<file path="config.mk">
export PLATFORM = sky130hd
export DESIGN_NAME = exe_mem_req
export DESIGN_NICKNAME = d
export VERILOG_FILES = /design/src/rtl/exe_mem_req.sv
export SDC_FILE = /design/constraint.sdc
export NUM_CORES = 1
export LEC_CHECK = 0
export CORE_ASPECT_RATIO = 1.5
export CORE_MARGIN = 2
export CORE_UTILIZATION = 40
export DETAILED_ROUTE_END_ITERATION = 6
export GPL_TIMING_DRIVEN = 0
export HOLD_SLACK_MARGIN = 0.03
export PLACE_DENSITY = 0.92
export SLEW_MARGIN = 20
export SYNTH_ARGS = -nofsm -noshare
export SYNTH_HDL_FRONTEND = slang
export SYNTH_SLANG_ARGS = --single-unit
</file>
<file path="constraint.sdc">
create_clock -name clk -period 3.7 [get_ports clk]
set_input_delay 0.555 -clock clk [delete_from_list [all_inputs] [get_ports clk]]
set_output_delay 0.555 -clock clk [all_outputs]
set_load 0.01 [all_outputs]
</file>
<file path="src/rtl/exe_mem_req.sv">
// exe_mem_req: issues execute-stage loads/stores to the data SRAM, tracks up to
// DEPTH outstanding requests in a small FIFO, and returns extended load data
// (or a store acknowledgement) one cycle after each data_ok. Responses belonging
// to requests issued before a flush are silently dropped.
module exe_mem_req #(
  parameter int unsigned DEPTH = 2,
  parameter int unsigned CNT_W = 2
) (
  input  logic        clk,
  input  logic        reset,
  input  logic        in_valid,
  output logic        in_ready,
  input  logic        in_we,
  input  logic [1:0]  in_size,
  input  logic        in_unsigned,
  input  logic [31:0] in_addr,
  input  logic [31:0] in_wdata,
  input  logic        in_block,
  input  logic        flush,
  output logic        ale,
  output logic        data_sram_req,
  output logic        data_sram_wr,
  output logic [1:0]  data_sram_size,
  output logic [3:0]  data_sram_wstrb,
  output logic [31:0] data_sram_addr,
  output logic [31:0] data_sram_wdata,
  input  logic        data_sram_addr_ok,
  input  logic        data_sram_data_ok,
  input  logic [31:0] data_sram_rdata,
  output logic        resp_valid,
  output logic [31:0] resp_data,
  output logic        resp_is_store,
  output logic        busy
);

  localparam int unsigned PTR_W = (DEPTH > 1) ? $clog2(DEPTH) : 1;
  localparam logic [PTR_W-1:0] LAST_PTR = PTR_W'(DEPTH - 1);
  localparam logic [CNT_W-1:0] FULL_CNT = CNT_W'(DEPTH);

  // FIFO entry layout: [5] we, [4:3] size, [2] unsigned, [1:0] addr offset
  logic [5:0]       r_fifo [DEPTH];
  logic [PTR_W-1:0] r_wr_ptr;
  logic [PTR_W-1:0] r_rd_ptr;
  logic [CNT_W-1:0] r_count;
  logic [CNT_W-1:0] r_cancel_cnt;
  logic             r_resp_valid;
  logic [31:0]      r_resp_data;
  logic             r_resp_is_store;

  logic             w_ale;
  logic             w_req;
  logic             w_push;
  logic             w_pop;
  logic             w_resp;
  logic [CNT_W-1:0] w_count_nxt;
  logic [5:0]       w_head;
  logic [31:0]      w_shifted;
  logic [7:0]       w_byte;
  logic [15:0]      w_half;
  logic [31:0]      w_load_data;
  logic [3:0]       w_wstrb;
  logic [31:0]      w_wdata;

  assign w_ale = in_valid & (((in_size == 2'b01) & in_addr[0]) |
                             ((in_size == 2'b10) & (in_addr[1:0] != 2'b00)));
  // Never request during a flush so nothing new enters behind the cancellation.
  assign w_req  = in_valid & ~w_ale & ~in_block & ~flush & (r_count < FULL_CNT);
  assign w_push = w_req & data_sram_addr_ok;
  assign w_pop  = data_sram_data_ok & (r_count != '0);
  assign w_resp = w_pop & (r_cancel_cnt == '0);

  assign ale             = w_ale;
  assign data_sram_req   = w_req;
  assign data_sram_wr    = in_we;
  assign data_sram_size  = in_size;
  assign data_sram_addr  = in_addr;
  assign data_sram_wstrb = w_wstrb;
  assign data_sram_wdata = w_wdata;
  // Blocked or misaligned ops retire without touching memory.
  assign in_ready        = w_push | (in_valid & (w_ale | in_block)) | flush;
  assign busy            = (r_count != '0);
  assign resp_valid      = r_resp_valid;
  assign resp_data       = r_resp_data;
  assign resp_is_store   = r_resp_is_store;

  // Store byte enables and lane-replicated write data.
  always_comb begin
    w_wstrb = 4'b0000;
    w_wdata = in_wdata;
    unique case (in_size)
      2'b00: begin
        w_wdata = {4{in_wdata[7:0]}};
        w_wstrb = 4'b0001 << in_addr[1:0];
      end
      2'b01: begin
        w_wdata = {2{in_wdata[15:0]}};
        w_wstrb = in_addr[1] ? 4'b1100 : 4'b0011;
      end
      default: w_wstrb = 4'b1111;
    endcase
    if (!in_we) w_wstrb = 4'b0000;
  end

  // Extract and extend load data using the head entry's saved attributes.
  always_comb begin
    w_head      = r_fifo[r_rd_ptr];
    w_shifted   = data_sram_rdata >> {w_head[1:0], 3'b000};
    w_byte      = w_shifted[7:0];
    w_half      = w_head[1] ? data_sram_rdata[31:16] : data_sram_rdata[15:0];
    w_load_data = data_sram_rdata;
    unique case (w_head[4:3])
      2'b00:   w_load_data = {{24{~w_head[2] & w_byte[7]}}, w_byte};
      2'b01:   w_load_data = {{16{~w_head[2] & w_half[15]}}, w_half};
      default: w_load_data = data_sram_rdata;
    endcase
    if (w_head[5]) w_load_data = 32'h0;
  end

  // Outstanding-count next state: push and pop together leave it unchanged.
  always_comb begin
    w_count_nxt = r_count;
    if (w_push && !w_pop) w_count_nxt = r_count + CNT_W'(1);
    if (w_pop && !w_push) w_count_nxt = r_count - CNT_W'(1);
  end

  // FIFO payload storage; contents are only meaningful while counted.
  always_ff @(posedge clk) begin
    if (w_push) r_fifo[r_wr_ptr] <= {in_we, in_size, in_unsigned, in_addr[1:0]};
  end

  // Control state: pointers, counters and the registered response.
  always_ff @(posedge clk) begin
    if (reset) begin
      r_wr_ptr        <= '0;
      r_rd_ptr        <= '0;
      r_count         <= '0;
      r_cancel_cnt    <= '0;
      r_resp_valid    <= 1'b0;
      r_resp_data     <= 32'h0;
      r_resp_is_store <= 1'b0;
    end else begin
      r_count <= w_count_nxt;
      if (w_push) r_wr_ptr <= (r_wr_ptr == LAST_PTR) ? '0 : r_wr_ptr + PTR_W'(1);
      if (w_pop)  r_rd_ptr <= (r_rd_ptr == LAST_PTR) ? '0 : r_rd_ptr + PTR_W'(1);
      // Everything still outstanding after this cycle's pop is stale after a flush.
      if (flush) begin
        r_cancel_cnt <= r_count - CNT_W'(w_pop);
      end else if (w_pop && (r_cancel_cnt != '0)) begin
        r_cancel_cnt <= r_cancel_cnt - CNT_W'(1);
      end
      r_resp_valid <= w_resp;
      if (w_resp) begin
        r_resp_data     <= w_load_data;
        r_resp_is_store <= w_head[5];
      end
    end
  end

endmodule

</file>
==> run metrics, run 1 <==
crit-path cells=clkdlybuf4s50_1 -> buf_1 -> nor2_2 -> mux2_2 -> clkdlybuf4s50_1; number of synthesized flops with an enable pin=12; Tmin final=3.461 ns; Diodes inserted=0; Syn Area/Cell=9.034 um^2; Mapped Area=3451 um^2; clk_lat worst skew=0.30 ns; Hold Vio Cnt, Final=0; area grow syn2layout=62.55%; dpl cells=674; Hold Path Class=reg2reg; vias=3678; Slew HR=42.01%; total length of routed wires=12.37 mm; clk buf depth=2; static leakage=about 2.2 nW; post-CTS sizing=0; initial antenna violation count=0; clk root buf=clkbuf_16; CP Launch Type=input port; flops & latches, synth=53; fin cells=just under 700; Port-buffer cells=185; Crit Path Category=in2out; CTS tree=built; post-DR vias/cell=5.393; Power Density=284.6 nW/um^2; Filler cells=665; top_reg_cell synth=dfxtp_1; Setup violations, final=0; CP required=3.14 ns; share of cells above drive strength 1=15.83%; DR WL/cell=18.14 um; vias in the first global route=3820; Worst-path clk slew=0.06 ns; Num CTS Buffers=5; largest net degree at the start of global routing=18; die area=9401 um^2; fmax=289.0 MHz; GRT Total Usage=between 20% and 30%; DR iter-0 viols=299; Slew Limit Fails=0; HPWL Detailed=9.978 mm; Die Span X=approximately 80 um; post-synthesis sequential area ratio=between 30 and 40%; clk sinks=53; Cell variety after synth=53; setup TNS=0 ns; DR pass1 iterations=6; hold_buf cts=0; DRC viols=0; critical path arrival=2.91 ns; Final period util=93.53%; Fin Hold WS=0.4577 ns; Warnings, synthesis=0; CTS HTree Levels=2; most used cell along the critical path=clkdlybuf4s50_1; gr ovfl total=0; setup slack, reg-to-reg=between 1 and 1.5 ns; Clock Skews=0.007410 ns; status=finished clean; first-pass GRT wire length=18.91 mm; Core Box Area=roughly 8400 um^2; Worst setup EP type=output pin; Post-DRT Antenna Nets=0; starting density of the core=between 40% and 50%; maximum vdd ir drop=275.7 uV; Setup Fix Bufs, Post-CTS=0; crit path max-delay cell type=clkdlybuf4s50_1; Die Ht=117.8 um; RD Place Congestion=0.9464; RSZ-0062 raised after global routing=no; total power=1.596 mW; Syn Inst Count=382; Worst path top cell family by delay=buffers and inverters; post-synthesis async set-or-reset flop share=0%; maxcap violations=0; fin nets=684; critical path peak fanout=10; I/O pins=216; worst slew pin tran=0.8672 ns; num rows=41; Largest stage delay, worst path=0.65 ns; CP Buf/Inv Count=3; syn nets=492
==> state kept, by name, indices dropped and copies added (netlist names), named ones only <==
name / flops
resp_data: 32
r_fifo: 12
r_cancel_cnt: 2
r_count: 2
r_rd_ptr: 1
r_wr_ptr: 1
resp_is_store: 1
resp_valid: 1
==> cells by family (layout without fill, tap and decap cells) <==
group	after synthesis	in the layout	synth area share [%]
compound gates	109	109	21.90
buf+inv	74	267	15.08
fa+ha+maj	3	3	1.088
simple gates	94	94	12.15
mux	44	44	14.29
flops	53	53	34.23
xor+xnor	5	5	1.269
==> per-stage QoR <==
step	area [um^2]	util [%]	setup slack, ns
2_1_floorplan	3451	-	1.492
3_3_place_gp	5436	64.62	0.09712
3_5_place_dp	5436	64.62	0.07781
4_1_cts	5607	66.64	0.06799
5_1_grt	5609	66.67	0.05540
6_report	5609	66.67	0.2393
==> path summary, 6_finish.rpt <==
path	start	endpoint	cells after the start
worst min register to register	resp_data[22]	resp_data[22]	2
worst max-delay path	in_size[0]	data_sram_wdata[15]	5
worst max register to register	flop	resp_data[30]	6
worst min-delay path	resp_data[22]	resp_data[22]	2
==> final cells by class <==
type / count / area, um^2 / share of cell area (%)
Buffer: 62 / 475.5 / 8.476
Tap cell: 107 / 133.9 / 2.387
Inverter: 12 / 45.04 / 0.8030
Clock buffer: 5 / 125.1 / 2.231
Sequential cell: 53 / 1181 / 21.06
Timing Repair Buffer: 185 / 1852 / 33.01
Clock inverter: 3 / 45.04 / 0.8030
Multi-Input combinational cell: 255 / 1752 / 31.23
==> power by group <==
group | total [mW] | leakage [nW] | switching (mW) | internal, mW
sequential | 0.607 | 0.439 | 0.00536 | 0.601
clock | 0.530 | 0.0843 | 0.209 | 0.321
combinational | 0.460 | 1.71 | 0.195 | 0.264
==> cell usage after synthesis (10+ instances only) <==
library cell | number | area (um^2)
inv_1 | 11 | 41.29
dfxtp_1 | 41 | 820.8
buf_4 | 45 | 337.8
edfxtp_1 | 12 | 360.4
o21ai_0 | 24 | 120.1
mux2i_1 | 20 | 200.2
nor2_1 | 23 | 86.33
nand2_1 | 43 | 161.4
mux2_2 | 22 | 247.7
o31ai_1 | 19 | 142.6
a21oi_1 | 28 | 140.1
nor3_1 | 10 | 50.05
==> worst min-delay path, stage by stage, from the launching register on <==
cell	delay, ns
dfxtp_1	0.31
nand2_1	0.05
o31ai_1	0.05
==> cell usage in the layout, fill, tap and decap left out, drive strengths merged, types with 6 or more instances in the layout <==
cell type | synthesis | final
buf | 49 | 49
dfxtp | 41 | 41
nand2 | 43 | 43
nor2 | 23 | 23
a21oi | 28 | 28
mux2 | 22 | 22
o21ai | 25 | 25
o41ai | 6 | 6
nor3 | 10 | 10
mux2i | 21 | 21
o311a | 6 | 6
clkbuf | 12 | 17
clkdlybuf4s50 | 0 | 185
edfxtp | 12 | 12
o211a | 7 | 7
o31ai | 20 | 20
inv | 11 | 12
==> layer usage <==
metal	vias up	part of all wire (%)	routed length [um]	GRT usage [%]
li1	1720	-	-	-
met1	1682	36	4426	28.34
met2	247	50	6181	45.59
met3	29	11	1331	7.592
met4	0	3.5	432	11.12
met5	-	0	0	0
(Power assumes the default switching activity.)
==> run 2: changes to the inputs <==
- RECOVER_POWER: not set -> 100
==> run metrics, run 2 (synthesis gave the netlist of run 1 again) <==
status=finished clean; Worst setup EP type=output pin; fmax=280.8 MHz (-2.8%); setup slack, reg-to-reg=0.25 ns (-1.15 ns); Worst path top cell family by delay=buffers and inverters; CTS HTree Levels=2 (unchanged); Power Density=283.0 nW/um^2 (-0.54%); crit-path cells=clkdlybuf4s50_1 -> clkbuf_1 -> nor2_2 -> mux2_2 -> dlygate4sd3_1; most frequent cells in the layout=110 x dlygate4sd3_1, 75 x clkdlybuf4s50_1, 43 x nand2_1, 43 x buf_4, 41 x dfxtp_1; Clock Skews=0.004236 ns (-0.003174 ns); I/O pins=216 (unchanged); Placed Area=5436 um^2 (unchanged); CP required=3.14 ns (about the same); Slew Limit Fails=0 (unchanged); Die Ht=117.8 um (unchanged); clk_lat worst skew=0.30 ns (about the same); post-route cell area=5534 um^2 (-1.3%); clk root buf=clkbuf_16; maximum vdd ir drop=283.5 uV (+2.8%); Setup violations, final=0 (unchanged); DRC viols=0 (unchanged); Hold Path Class=reg2reg; hold_sp=resp_data[16]; Post-Route Utilization=65.78% (-0.89 points); clk sinks=53 (unchanged); DR iter-0 viols=279 (-6.7%); Filler cells=673 (+1.2%); largest net degree at the start of global routing=18 (unchanged); worst slew pin tran=1.196 ns (+0.3285 ns); vias in the first global route=3820 (unchanged); commonest non-fill, non-tap cell in the layout=dlygate4sd3_1; starting density of the core=41.02% (unchanged); worst reg2reg endpoint=resp_data[30]; num rows=41 (unchanged); hold_buf cts=0 (unchanged); Hold Path End=resp_data[16]; critical path peak fanout=10 (unchanged); Diodes inserted=0 (unchanged); DR WL/cell=18.11 um (-0.15%); Core Box Area=8413 um^2 (unchanged); die area=9401 um^2 (unchanged); RD Place Congestion=0.9464 (unchanged); worst setup margin=0.1388 ns (-0.1005 ns); crit path max-delay cell type=dlygate4sd3_1; RSZ-0062 raised after global routing=no; fin nets=684 (unchanged); first-pass GRT wire length=18.91 mm (unchanged); DR pass1 iterations=4 (-2); area grow syn2layout=60.37%; total power=1.566 mW (-1.9%); Hold Path Stages=2 (unchanged); r2r worst-path depth=6 (unchanged); Hold Vio Cnt, Final=0 (unchanged); clk buf depth=2 (unchanged); Post-DRT Antenna Nets=0 (unchanged); pre-CTS setup slack=0.07781 ns (unchanged); GRT Total Usage=25.94% (unchanged); Tmin final=3.561 ns (+0.1005 ns); max reg flops=32 (unchanged); Num CTS Buffers=5 (unchanged); Crit Path Category=in2out; post-DR vias/cell=5.345 (-0.90%); Final period util=96.25% (+2.7 points); share of cells above drive strength 1=14.61% (-1.2 points); Largest stage delay, worst path=0.64 ns (about the same); CP Launch Type=input port; Worst-path clk slew=0.06 ns (about the same); static leakage=2.348 nW (+5.0%); maxcap violations=0 (unchanged); total length of routed wires=12.35 mm (-0.15%); HPWL Detailed=9.978 mm (unchanged); vias=3645 (-0.90%); CP Buf/Inv Count=3 (unchanged); critical path arrival=3.01 ns (+0.10 ns); Port-buffer cells=185 (unchanged); CTS tree=built; Die Span X=79.84 um (unchanged); setup TNS=0 ns (unchanged); Slew HR=18.01% (-24 points); initial antenna violation count=0 (unchanged); gr ovfl total=0 (unchanged)
-- run 2: timing repair --
action                     in CTS  in global routing
setup endpoints to repair       0                  3
gates resized for setup         0                  1
buffers inserted                0                  0
-- run 2: stage by stage --
stage,hold WS [ns],cells
finish,0.4517,682
global placement,0.4328,674
global route,0.4790,682
detailed placement,0.4436,674
CTS,0.4574,682
floorplan,0.4725,382
-- run 2: tightest hold or removal path, delay by kind of cell, from the launching register on --
kind / cells / cell delay, ns
AOI/OAI and AO/OA: 1 / 0.05
DFF: 1 / 0.32
and+or+nand+nor: 1 / 0.05
-- run 2: worst max path at each step --
stage | startpoint | end | slack, ns | depth (start not counted)
after floorplan | in_size[0] | data_sram_wdata[10] | 1.49 | 3
after global placement | in_size[0] | data_sram_wdata[15] | 0.1 | 5
after detailed placement | in_size[0] | data_sram_wdata[15] | 0.08 | 5
after CTS | in_size[0] | data_sram_wdata[15] | 0.07 | 5
after global routing | in_size[1] | in_ready | 0.05 | 6
final | in_size[0] | data_sram_wdata[15] | 0.14 | 5
-- run 2: area by class of cell --
cell class              count  area (um^2)  share of cell area [%]
repair buffers            185         1852                   33.46
well taps                 107        133.9                   2.419
flip-flops and latches     53         1181                   21.34
multi-input cells         255         1717                   31.02
clock inverters             3        45.04                  0.8139
plain buffers              62        435.4                   7.868
inverters                  12        45.04                  0.8139
clock buffers               5        125.1                   2.261
-- run 2: power breakdown --
group | internal, mW | switching (mW)
logic | 0.239 | 0.191
registers | 0.601 | 0.00495
clock network | 0.321 | 0.210
-- run 2: metal layers --
| layer | wire [um] | up-vias | global-route usage [%] |
|---|---|---|---|
| met2 | 6166 | 225 | 45.59 |
| met1 | 4472 | 1668 | 28.34 |
| li1 | - | 1723 | - |
| met5 | 0 | - | 0 |
| met3 | 1283 | 29 | 7.592 |
| met4 | 430 | 0 | 11.12 |
==> run 3: changes to the inputs <==
- CORE_UTILIZATION: 40 -> 41
- CTS_BUF_LIST: not set -> sky130_fd_sc_hd__clkbuf_2
- PLACE_DENSITY: 0.92 -> 0.94
- SKIP_CTS_REPAIR_TIMING: not set -> 1
==> run metrics, run 3 (synthesis gave the netlist of run 1 again) <==
status=finished clean; worst setup margin=0.1072 ns (-0.03156 ns); Slew HR=17.33% (-0.68 points); CP required=3.14 ns (about the same); fmax=278.3 MHz (-0.88%); DR pass1 iterations=6 (+2); GRT Total Usage=26.87% (+0.93 points); CTS HTree Levels=2 (unchanged); most frequent cells in the layout=102 x dlygate4sd3_1, 83 x clkdlybuf4s50_1, 43 x nand2_1; DR iter-0 viols=407 (+46%); first-pass GRT wire length=19.00 mm (+0.44%); clk buf depth=2 (unchanged); total length of routed wires=12.30 mm (-0.39%); Final period util=97.10% (+0.85 points); RSZ-0062 raised after global routing=no; DRC viols=0 (unchanged); r2r worst-path depth=6 (unchanged); hold_sp=resp_data[24]; critical path peak fanout=10 (unchanged); HPWL Detailed=10.07 mm (+0.90%); crit path max-delay cell type=dlygate4sd3_1; Core Box Area=8310 um^2 (-1.2%); Hold Vio Cnt, Final=0 (unchanged); I/O pins=216 (unchanged); most used cell along the critical path=dlygate4sd3_1; post-route cell area=5450 um^2 (-1.5%); vias in the first global route=3826 (+0.16%); clk sinks=53 (unchanged); maximum vdd ir drop=127.7 uV (-55%); Hold Path End=resp_data[24]; Setup violations, final=0 (unchanged); Hold Path Class=reg2reg; clk_lat worst skew=0.47 ns (+0.17 ns); Power Density=245.3 nW/um^2 (-13%); area grow syn2layout=57.94%; commonest non-fill, non-tap cell in the layout=dlygate4sd3_1; maxcap violations=0 (unchanged); post-DR vias/cell=5.422 (+1.4%); Placed Area=5436 um^2 (unchanged); Clock Skews=0.05031 ns (+0.04607 ns); Slew Limit Fails=0 (unchanged); Filler cells=682 (+1.3%); num rows=41 (unchanged); Die Span X=78.91 um (-1.2%); pre-CTS setup slack=0.1086 ns (+0.03083 ns); Top Layer Used=met4; static leakage=2.324 nW (-1.0%); Fin Hold WS=0.4704 ns (+0.01868 ns); Post-DRT Antenna Nets=0 (unchanged); critical path arrival=3.04 ns (+0.03 ns); Port-buffer cells=185 (unchanged); routed length on met3=1.197 mm (-6.7%); setup slack, reg-to-reg=0.25 ns (about the same); fin nets=684 (unchanged); Hold Path Stages=2 (unchanged); CTS tree=built; Die Ht=116.4 um (-1.2%); vias=3703 (+1.6%); WL met1=4.401 mm (-1.6%); CP Launch Type=input port; Largest stage delay, worst path=0.66 ns (+0.02 ns); clk root buf=clkbuf_2; starting density of the core=41.52% (+0.51 points); Tmin final=3.593 ns (+0.03156 ns); Worst-path clk slew=0.27 ns (+0.21 ns); worst reg2reg endpoint=resp_data[23]; setup TNS=0 ns (unchanged); Worst setup EP type=output pin; largest net degree at the start of global routing=17 (-1); Crit Path Category=in2out; Num CTS Buffers=5 (unchanged); met2 WL=6.282 mm (+1.9%); crit-path cells=dlygate4sd3_1 -> clkbuf_1 -> nor2_2 -> mux2_2 -> dlygate4sd3_1; area of the multi-input gates=1717 um^2 (unchanged); Reg area=1181 um^2 (unchanged); RD Place Congestion=0.9640 (+1.9%); worst slew pin tran=1.206 ns (+0.009902 ns); initial antenna violation count=1 (+1); share of cells above drive strength 1=14.61% (unchanged); gr ovfl total=0 (unchanged); die area=9181 um^2 (-2.3%); max reg flops=32 (unchanged); DR WL/cell=18.01 um (-0.53%)
run 3: changes by cell type in the layout (fill, tap and decap cells not counted), moves of 2 or more:
cell / delta
clkbuf_2: +5
dlygate4sd3_1: -8
buf_4: -2
clkbuf_1: -2
clkbuf_16: -5
clkdlybuf4s50_1: +8
clkbuf_4: +2
run 3: power breakdown:
group | switching, mW | internal (mW) | total [mW]
clock network | 0.183 | 0.113 | 0.295
logic | 0.191 | 0.242 | 0.433
registers | 0.00504 | 0.603 | 0.608
run 3: layout make-up:
type | instances | share of cell area [%]
diodes | 1 | 0.04591
flip-flops and latches | 53 | 21.67
clock inverters | 3 | 0.7346
inverters | 12 | 0.8264
well taps | 107 | 2.456
clock buffers | 5 | 0.4591
plain buffers | 62 | 8.333
repair buffers | 185 | 33.98
multi-input cells | 255 | 31.50
run 3: worst max-delay path by stage:
stage          slack, ns                  end  cells past startpoint  startpoint
2_1_floorplan       1.49  data_sram_wdata[10]                      3  in_size[0]
3_3_place_gp        0.13  data_sram_wdata[15]                      5  in_size[0]
3_5_place_dp        0.11  data_sram_wdata[15]                      5  in_size[0]
4_1_cts             0.09  data_sram_wdata[15]                      5  in_size[0]
5_1_grt             0.04  data_sram_wdata[10]                      5  in_size[0]
6_report            0.11  data_sram_wdata[10]                      5  in_size[0]
run 3: stage by stage:
step | std cells | total power [mW] | utilization, %
after global routing | 682 | 1.396 | 65.55
final | 683 | 1.337 | 65.58
after global placement | 674 | 1.069 | 65.42
after CTS | 682 | 1.364 | 66.20
after floorplan | 382 | 0.8247 | -
after detailed placement | 674 | 1.074 | 65.42
run 3: critical path: cells and delay by family:
family,cells,cell delay (ns)
and+or+nand+nor,1,0.47
buffers and inverters,3,1.63
muxes,1,0.38
run 3: layer usage:
metal	track usage (%)	vias to the layer above
met1	29.22	1715
met5	0	-
met4	10.80	0
li1	-	1724
met2	49.12	229
met3	7.496	35
